File: config.mk
export PLATFORM = sky130hd
export DESIGN_NAME = vram_rdport_arbiter
export DESIGN_NICKNAME = d
export VERILOG_FILES = /design/src/rtl/vram_rdport_arbiter.sv
export SDC_FILE = /design/constraint.sdc
export NUM_CORES = 1
export LEC_CHECK = 0
export ABC_AREA = 0
export CELL_PAD_IN_SITES_DETAIL_PLACEMENT = 0
export CELL_PAD_IN_SITES_GLOBAL_PLACEMENT = 1
export CORE_UTILIZATION = 28
export DETAILED_ROUTE_END_ITERATION = 8
export PLACE_DENSITY_LB_ADDON = 0.12
export SETUP_SLACK_MARGIN = 0.1
export SLEW_MARGIN = 10
export SYNTH_ARGS = -nofsm -noshare
export SYNTH_HDL_FRONTEND = slang
export SYNTH_SLANG_ARGS = --single-unit
File: constraint.sdc
create_clock -name clk -period 3.7 [get_ports clk]
set_clock_uncertainty 0.15 [all_clocks]
set_input_delay 0.74 -clock clk [delete_from_list [all_inputs] [get_ports clk]]
set_output_delay 0.74 -clock clk [all_outputs]
set_load 0.02 [all_outputs]
File: src/rtl/vram_rdport_arbiter.sv
// rtl/vram_rdport_arbiter.sv - round-robin VRAM read-port arbiter with tagged in-order responses
// Optional VRAM_ARB_FIXED_PRIO_EN: fixed priority (lowest index wins), no rotation pointer.
module vram_rdport_arbiter #(
    parameter int NREQ   = 3,
    parameter int ADDR_W = 12,
    parameter int DATA_W = 32,
    parameter int RD_LAT = 2
) (
    input  logic                   clk,
    input  logic                   rst,
    input  logic [NREQ-1:0]        req,
    input  logic [NREQ*ADDR_W-1:0] req_addr,
    output logic [NREQ-1:0]        gnt,
    output logic [NREQ-1:0]        rvalid,
    output logic [DATA_W-1:0]      rdata,
    output logic [ADDR_W-1:0]      ram_addr,
    input  logic [DATA_W-1:0]      ram_rddata
);
    localparam int IDX_W = $clog2(NREQ);

    logic              gnt_any;
    logic [IDX_W-1:0]  gnt_idx;
    logic [ADDR_W-1:0] last_addr;
    logic [RD_LAT-1:0] tag_v;
    logic [IDX_W-1:0]  tag_idx [RD_LAT];
    logic [DATA_W-1:0] rdata_q;
    logic              resp_v;

`ifdef VRAM_ARB_FIXED_PRIO_EN
    // Descending scan so the lowest requesting index is the last write and wins.
    always_comb begin
        gnt_any = 1'b0;
        gnt_idx = '0;
        for (int i = NREQ - 1; i >= 0; i--) begin
            if (req[i]) begin
                gnt_any = 1'b1;
                gnt_idx = IDX_W'(i);
            end
        end
        if (rst) gnt_any = 1'b0;
    end
`else
    logic [IDX_W-1:0] ptr;
    logic [IDX_W:0]   cand;

    // Scan offsets high to low so the requester closest to ptr overwrites the rest.
    always_comb begin
        gnt_any = 1'b0;
        gnt_idx = '0;
        cand    = '0;
        for (int k = NREQ - 1; k >= 0; k--) begin
            cand = {1'b0, ptr} + (IDX_W + 1)'(k);
            if (cand >= (IDX_W + 1)'(NREQ)) cand = cand - (IDX_W + 1)'(NREQ);
            if (req[cand[IDX_W-1:0]]) begin
                gnt_any = 1'b1;
                gnt_idx = cand[IDX_W-1:0];
            end
        end
        if (rst) gnt_any = 1'b0;
    end

    always_ff @(posedge clk) begin
        if (rst) begin
            ptr <= '0;
        end else if (gnt_any) begin
            ptr <= (gnt_idx == IDX_W'(NREQ - 1)) ? '0 : gnt_idx + 1'b1;
        end
    end
`endif

    always_comb begin
        gnt = '0;
        if (gnt_any) gnt[gnt_idx] = 1'b1;
    end

    always_comb begin
        if (rst)          ram_addr = '0;
        else if (gnt_any) ram_addr = req_addr[gnt_idx*ADDR_W +: ADDR_W];
        else              ram_addr = last_addr;
    end

    always_ff @(posedge clk) begin
        if (rst) begin
            last_addr <= '0;
        end else if (gnt_any) begin
            last_addr <= ram_addr;
        end
    end

    // Tag pipeline mirrors the RAM latency so each beat returns to its issuer.
    always_ff @(posedge clk) begin
        if (rst) begin
            for (int i = 0; i < RD_LAT; i++) begin
                tag_v[i]   <= 1'b0;
                tag_idx[i] <= '0;
            end
        end else begin
            tag_v[0]   <= gnt_any;
            tag_idx[0] <= gnt_idx;
            for (int i = 1; i < RD_LAT; i++) begin
                tag_v[i]   <= tag_v[i-1];
                tag_idx[i] <= tag_idx[i-1];
            end
        end
    end

    assign resp_v = tag_v[RD_LAT-1] & ~rst;

    always_comb begin
        rvalid = '0;
        if (resp_v) rvalid[tag_idx[RD_LAT-1]] = 1'b1;
    end

    always_comb begin
        if (rst)         rdata = '0;
        else if (resp_v) rdata = ram_rddata;
        else             rdata = rdata_q;
    end

    always_ff @(posedge clk) begin
        if (rst) begin
            rdata_q <= '0;
        end else if (resp_v) begin
            rdata_q <= ram_rddata;
        end
    end
endmodule

# Word-level counts from Yosys, hierarchy flattened
# Memory sizes are Yosys's and may differ from the RTL's.
# Index checks and enable logic that the tools add are counted.
[classes]
eq_ne = 1
reduce_logical = 2
n_bitwise = 4
n_mux = 32
magnitude_cmp = 10
shift = 1
mul = 1
addsub = 6
[op_table]
columns = ["op", "n"]
rows = [
  ["$mux W32", 2],
  ["$shiftx A36 B7 Y12", 1],
  ["$mux W12", 2],
  ["$mux W2", 9],
  ["$lt A2 B3 Y1 const B", 5],
  ["$mux W1", 12],
  ["$bmux W1 S2", 3],
  ["$ge A3 B2 Y1 const B", 2],
  ["$mux W3", 2],
  ["$sub A2 B2 Y2 const B", 3],
  ["$demux W1 S2", 2],
  ["$ge A2 B1 Y1 const B", 2],
  ["$mul A2 B2 Y4 const B", 1],
  ["$add A2 B1 Y3 const B", 1],
  ["$add A2 B2 Y3 const B", 1],
  ["$add A2 B1 Y2 const B", 1],
  ["$eq A2 B2 Y1 const B", 1],
  ["$ge A2 B2 Y1 const B", 1],
  ["$logic_and A1 B1 Y1", 2],
  ["$or A1 B1 Y1", 2],
  ["$and A1 B1 Y1", 1],
  ["$not A1 Y1", 1],
]
[totals]
word_cells = 62
regBits = 48
ramBits = 4
out_inout_bits = 50
n_memories = 1
in_bits = 73
[mem_list]
columns = ["memory", "words", "width", "read_ports", "rd_ports_with_merged_regs", "wr", "line_no", "source"]
rows = [
  ["tag_idx", 2, 2, 2, 0, 2, "25", "logic [IDX_W-1:0] tag_idx [RD_LAT];"],
]

# Logic depth before layout (Yosys ltp)
[logic_depth]
ltp_word = 13
ltp_mapped = 9
depth_no_buf = 7

# Worst setup path after synthesis
# Ideal clock, no wire load.
[synth_timing]
path_kind = "register to output"
start = "register ptr[0]"
end = "output ram_addr[0]"
path_slack_ns = 0.527
arrival_ns = 2.283
required_time_ns = 2.810
path_buffers = 3
path_stages_with_launch = 10
cell_sequence = "dfxtp_1 -> inv_1 -> ha_1 -> nor4b_1 -> o31a_1 -> buf_6 -> or3_1 -> buf_6 -> buf_12 -> o211ai_1"
[synth_between]
elab_chain_len = 12
word_cells_on_any_way = 28
classes_between = "add/sub (5); mul (1); order compare (3); shift (1); mux (18)"
[synth_rtl]
columns = ["item", "line_no", "source"]
rows = [
  ["start: declaration", "43", "logic [IDX_W-1:0] ptr;"],
  ["start signal: assignment", "66", "ptr <= (gnt_idx == IDX_W'(NREQ - 1)) ? '0 : gnt_idx + 1'b1;"],
  ["$add A2 B2 Y3", "52", "cand = {1'b0, ptr} + (IDX_W + 1)'(k);"],
  ["$ge A3 B2 Y1 or $sub A2 B2 Y2 (tied branches)", "53", "if (cand >= (IDX_W + 1)'(NREQ)) cand = cand - (IDX_W + 1)'(NREQ);"],
  ["$mux W2", "53", ""],
  ["$bmux W1 S2", "54", "if (req[cand[IDX_W-1:0]]) begin"],
  ["$mux W1 (not written as such)", "54", ""],
  ["$mux W2 (3 in a row)", "54", ""],
  ["$mul A2 B2 Y4", "78", "else if (gnt_any) ram_addr = req_addr[gnt_idx*ADDR_W +: ADDR_W];"],
  ["$shiftx A36 B7 Y12", "78", ""],
  ["$mux W12 (*)", "78", ""],
  ["$mux W12 (*)", "77", "if (rst) ram_addr = '0;"],
  ["end: declaration", "16", "output logic [ADDR_W-1:0] ram_addr,"],
]
# Mark *: on every way between the ends. The rest lies on a longest branch, timed or not. The select of a mux whose other input is x is not followed.

# Final worst setup path
[layout_timing]
start = "input req[0]"
end = "output ram_addr[2]"
[layout_between]
elab_chain_len = 9
word_cells_on_any_way = 17
classes_between = "mul (1); shift (1); mux (15)"
[layout_rtl]
columns = ["item", "line_no", "source"]
rows = [
  ["start: declaration", "11", "input logic [NREQ-1:0] req,"],
  ["$bmux W1 S2", "54", ""],
  ["$mux W1 (not written as such)", "54", ""],
  ["$mux W2 (3 in a row)", "54", ""],
  ["$mul A2 B2 Y4", "78", ""],
  ["$shiftx A36 B7 Y12", "78", ""],
  ["$mux W12 (*)", "78", ""],
  ["$mux W12 (*)", "77", ""],
]
# Marked as above.

==> flow_summary.yaml <==
status:
  status: "complete, no violations"
layout:
  nets: 460
  drive_above_1_share_pct: 19.4
  stdcell_count: 491
  area_delta_synth_final_pct: 70.2
  diodes: 0
floorplan:
  die_h_um: 94.0
  start_util_pct: 28.8
  dieWidth_um: 94.0
  fp.coreArea_um2: 8220
  rows: 33
  ios: 123
  dieArea_um2: 8840
route:
  drc: 0
  antenna_left: 0
  first_pass_iters: 4
  wl_per_cell_um: 12.4
  num_vias: 2223
  routed_wl_um: 6090
  drt_iter0_markers: 37
  via_per_inst: 4.53
clock_network:
  clk_pin_slew_worst_paths_ns: 0.09
  cts-root-buf: "clkbuf_8"
  numClockSinks: 52
  clk_latency_ns: 0.29
  cts_tree: "yes"
  postCtsHoldBufs: 0
  cts-htree-levels: 2
  cts_made_buffers: 5
  cts_buffer_depth: 2
synthesis:
  synthesis.nets: 313
  syn-cell-area_um2: 2370
  syn_inst: 238
  seq_area_frac_synth_pct: 43.9
  ys_ff_latch: 52
  yosysWarnings: 0
  avgSynthCellArea_um2: 9.96
  synth_cell_types: 31
grt:
  met3_usage_pct: 4.85
  grt_pass1_wl_um: 9740
  grt_most_used_layer: "met2"
  grt_pass1_vias: 2113
  antenna_found_initial: 0
  grt_start_max_net_pins: 30
  grtUsageMet2_pct: 23.7
  grt-ovfl-total: 0
  use_met1_pct: 16.7
  grtUsageTotal_pct: 13.8
power:
  p_clk_share_pct: 17.3
  p_comb_share_pct: 46.8
  leakage_nw: 1.60
  vdd_drop_max_mv: 0.184
  p_switching_w: 0.000631
  power_density_nw_per_um2: 474
  seq_power_share_pct: 35.9
  p_sw_share_pct: 33.0
  internal-power_w: 0.00128
worst_setup_path:
  crit_chain: "clkdlybuf4s50_1 > nor4b_2 > o31a_1 > buf_4 > buf_4 > mux2i_1 > or4_1 > nand3_2 > buf_6"
  cpLargestDelayFamily: "buffers and inverters"
  crit_slowest_cell: "clkdlybuf4s50_1"
  path_class: "input port to output pin"
  crit_top_cell: "buf_4"
  crit_start: "req[0]"
  crit_arrival_ns: 2.67
  worstSetupEndpointType: "output pin"
  path_buf_inv: 4
  critPathMaxStageDelay_ns: 0.50
  worstPathRequired_ns: 2.81
  crit_fanout: 3
  rr_startpoint: "ptr[0]$_SDFFE_PP0P_"
  startpoint_type: "input port"
placed_design:
  dp_cells: 477
  hpwl_um: 4460
  gp_congestion: 0.717
  io_buffers: 122
hold_path:
  hold_start: "tag_v[0]$_SDFF_PP0_"
  hp-class: "flop to flop"
sta:
  grt_setup_unrepaired: "yes"
  fmax_mhz: 281
  setup_viol: 0
  post-route-min-period_ns: 3.56
  hold_viol_final: 0
  slew_headroom_pct: 62.5
  fin_tns_setup_ns: 0
  worst_slew_pin_slew_ns: 0.562
  drv_slew: 0
  finalCritPeriodShare_pct: 96.2
run:
  maxCapViolations: 0
[layer usage]
layer / share of wire [%] / up-vias
met3: 7.8 / 2
met2: 47 / 65
met4: 0.43 / 0
met1: 45 / 1008
met5: 0 / -
li1: - / 1148
[worst register-to-register path, stage by stage, from the launching register on]
cell and delay [ns]:
dfxtp_1 0.37, inv_1 0.09, ha_4 0.29, nand2_1 0.08, a31oi_1 0.19, and3_2 0.29, buf_4 0.25, mux2i_1 0.32
buf_4 0.16, o211ai_1 0.07
[path summary, 6_finish.rpt]
| check | endpoint | slack (ns) | depth (start not counted) |
|---|---|---|---|
| max | ram_addr[2] | 0.14 | 9 |
| min | tag_v[1]$_SDFF_PP0_ | 0.29 | 1 |
| max reg2reg | last_addr[3]$_SDFFE_PP0P_ | 1.32 | 9 |
| min reg2reg | tag_v[1]$_SDFF_PP0_ | 0.29 | 1 |
[power groups by stage]
stage                     clock [W]  sequential (W)  combinational (W)
final                      0.000330        0.000687           0.000895
after floorplan                   0        0.000679           0.000504
after global placement            0        0.000698           0.000860
after CTS                  0.000347        0.000687           0.000865
after detailed placement          0        0.000700           0.000862
after global routing       0.000367        0.000698           0.000969
[what timing repair did]
action / CTS / global route
resized for setup: 59 / 12
setup endpoints to repair: 14 / 14
pin swaps: 1 / 4
setup buffers: 3 / 3
[logic make-up (layout without fill, tap and decap cells)]
logic type                 count (synthesis)  count (layout)  synth area share, %
and+or+nand+nor                           91              91                 21.3
DFF                                       52              52                 43.9
muxes                                     44              44                 18.6
AOI/OAI and AO/OA                         25              25                 9.45
buffers and inverters                     23             171                 5.28
adders and majority gates                  3               3                 1.48
[Yosys cell counts]
master / count / share of area [%]
a21boi_0: 1 / 0.32
a21o_1: 1 / 0.32
a21oi_1: 2 / 0.42
a31oi_1: 1 / 0.26
and2_1: 2 / 0.53
and3_1: 1 / 0.26
buf_12: 1 / 0.84
buf_2: 6 / 1.3
buf_6: 2 / 0.95
clkbuf_1: 11 / 1.7
dfxtp_1: 52 / 44
ha_1: 2 / 1.1
inv_1: 3 / 0.48
maj3_1: 1 / 0.42
mux2i_1: 44 / 19
nand2_1: 4 / 0.63
nand3_1: 7 / 1.5
nand3b_1: 24 / 7.6
nor2_1: 36 / 5.7
nor2b_1: 3 / 0.79
nor3_1: 3 / 0.63
nor3b_1: 1 / 0.32
nor4_1: 1 / 0.26
nor4b_1: 2 / 0.74
nor4bb_1: 2 / 0.84
o211ai_1: 10 / 3.2
o211ai_2: 8 / 4.2
o221ai_1: 1 / 0.37
o31a_1: 1 / 0.37
or3_1: 2 / 0.53
or4_1: 3 / 0.95
[stage by stage]
step / power (W) / utilization, % / setup slack, ns / instance area (um2) / hold slack (ns)
2_1_floorplan: 0.00118 / - / 0.527 / 2370 / 0.264
5_1_grt: 0.00204 / 49.1 / 0.0697 / 4030 / 0.299
3_3_place_gp: 0.00156 / 47.2 / -0.297 / 3880 / 0.267
3_5_place_dp: 0.00156 / 47.2 / -0.306 / 3880 / 0.270
4_1_cts: 0.00190 / 48.4 / 0.103 / 3980 / 0.292
6_report: 0.00191 / 49.1 / 0.141 / 4030 / 0.292
[cell type report]
class | count | area (um2)
clock buffers | 7 | 86.3
clock inverters | 1 | 7.51
fillers | 817 | 4180
inverters | 3 | 11.3
multi-input cells | 163 | 1240
flip-flops and latches | 52 | 1040
well taps | 105 | 131
repair buffers | 160 | 1510
[layout by cell type (no fill, tap or decap), drive strengths merged, types with 4 or more instances in the layout]
cell type and n:
clkdlybuf4s50 105, buf 50, mux2i 44, o211ai 18
clkbuf 9, dfxtp 52, nand3 7, nand2 4
nor2 36, nand3b 24
[state kept, by name (all words and copies together) (netlist names)]
signal,flops
rdata_q,32
last_addr,12
tag_idx,4
ptr,2
tag_v,2
Note: power is estimated with default switching activity, not from simulation.
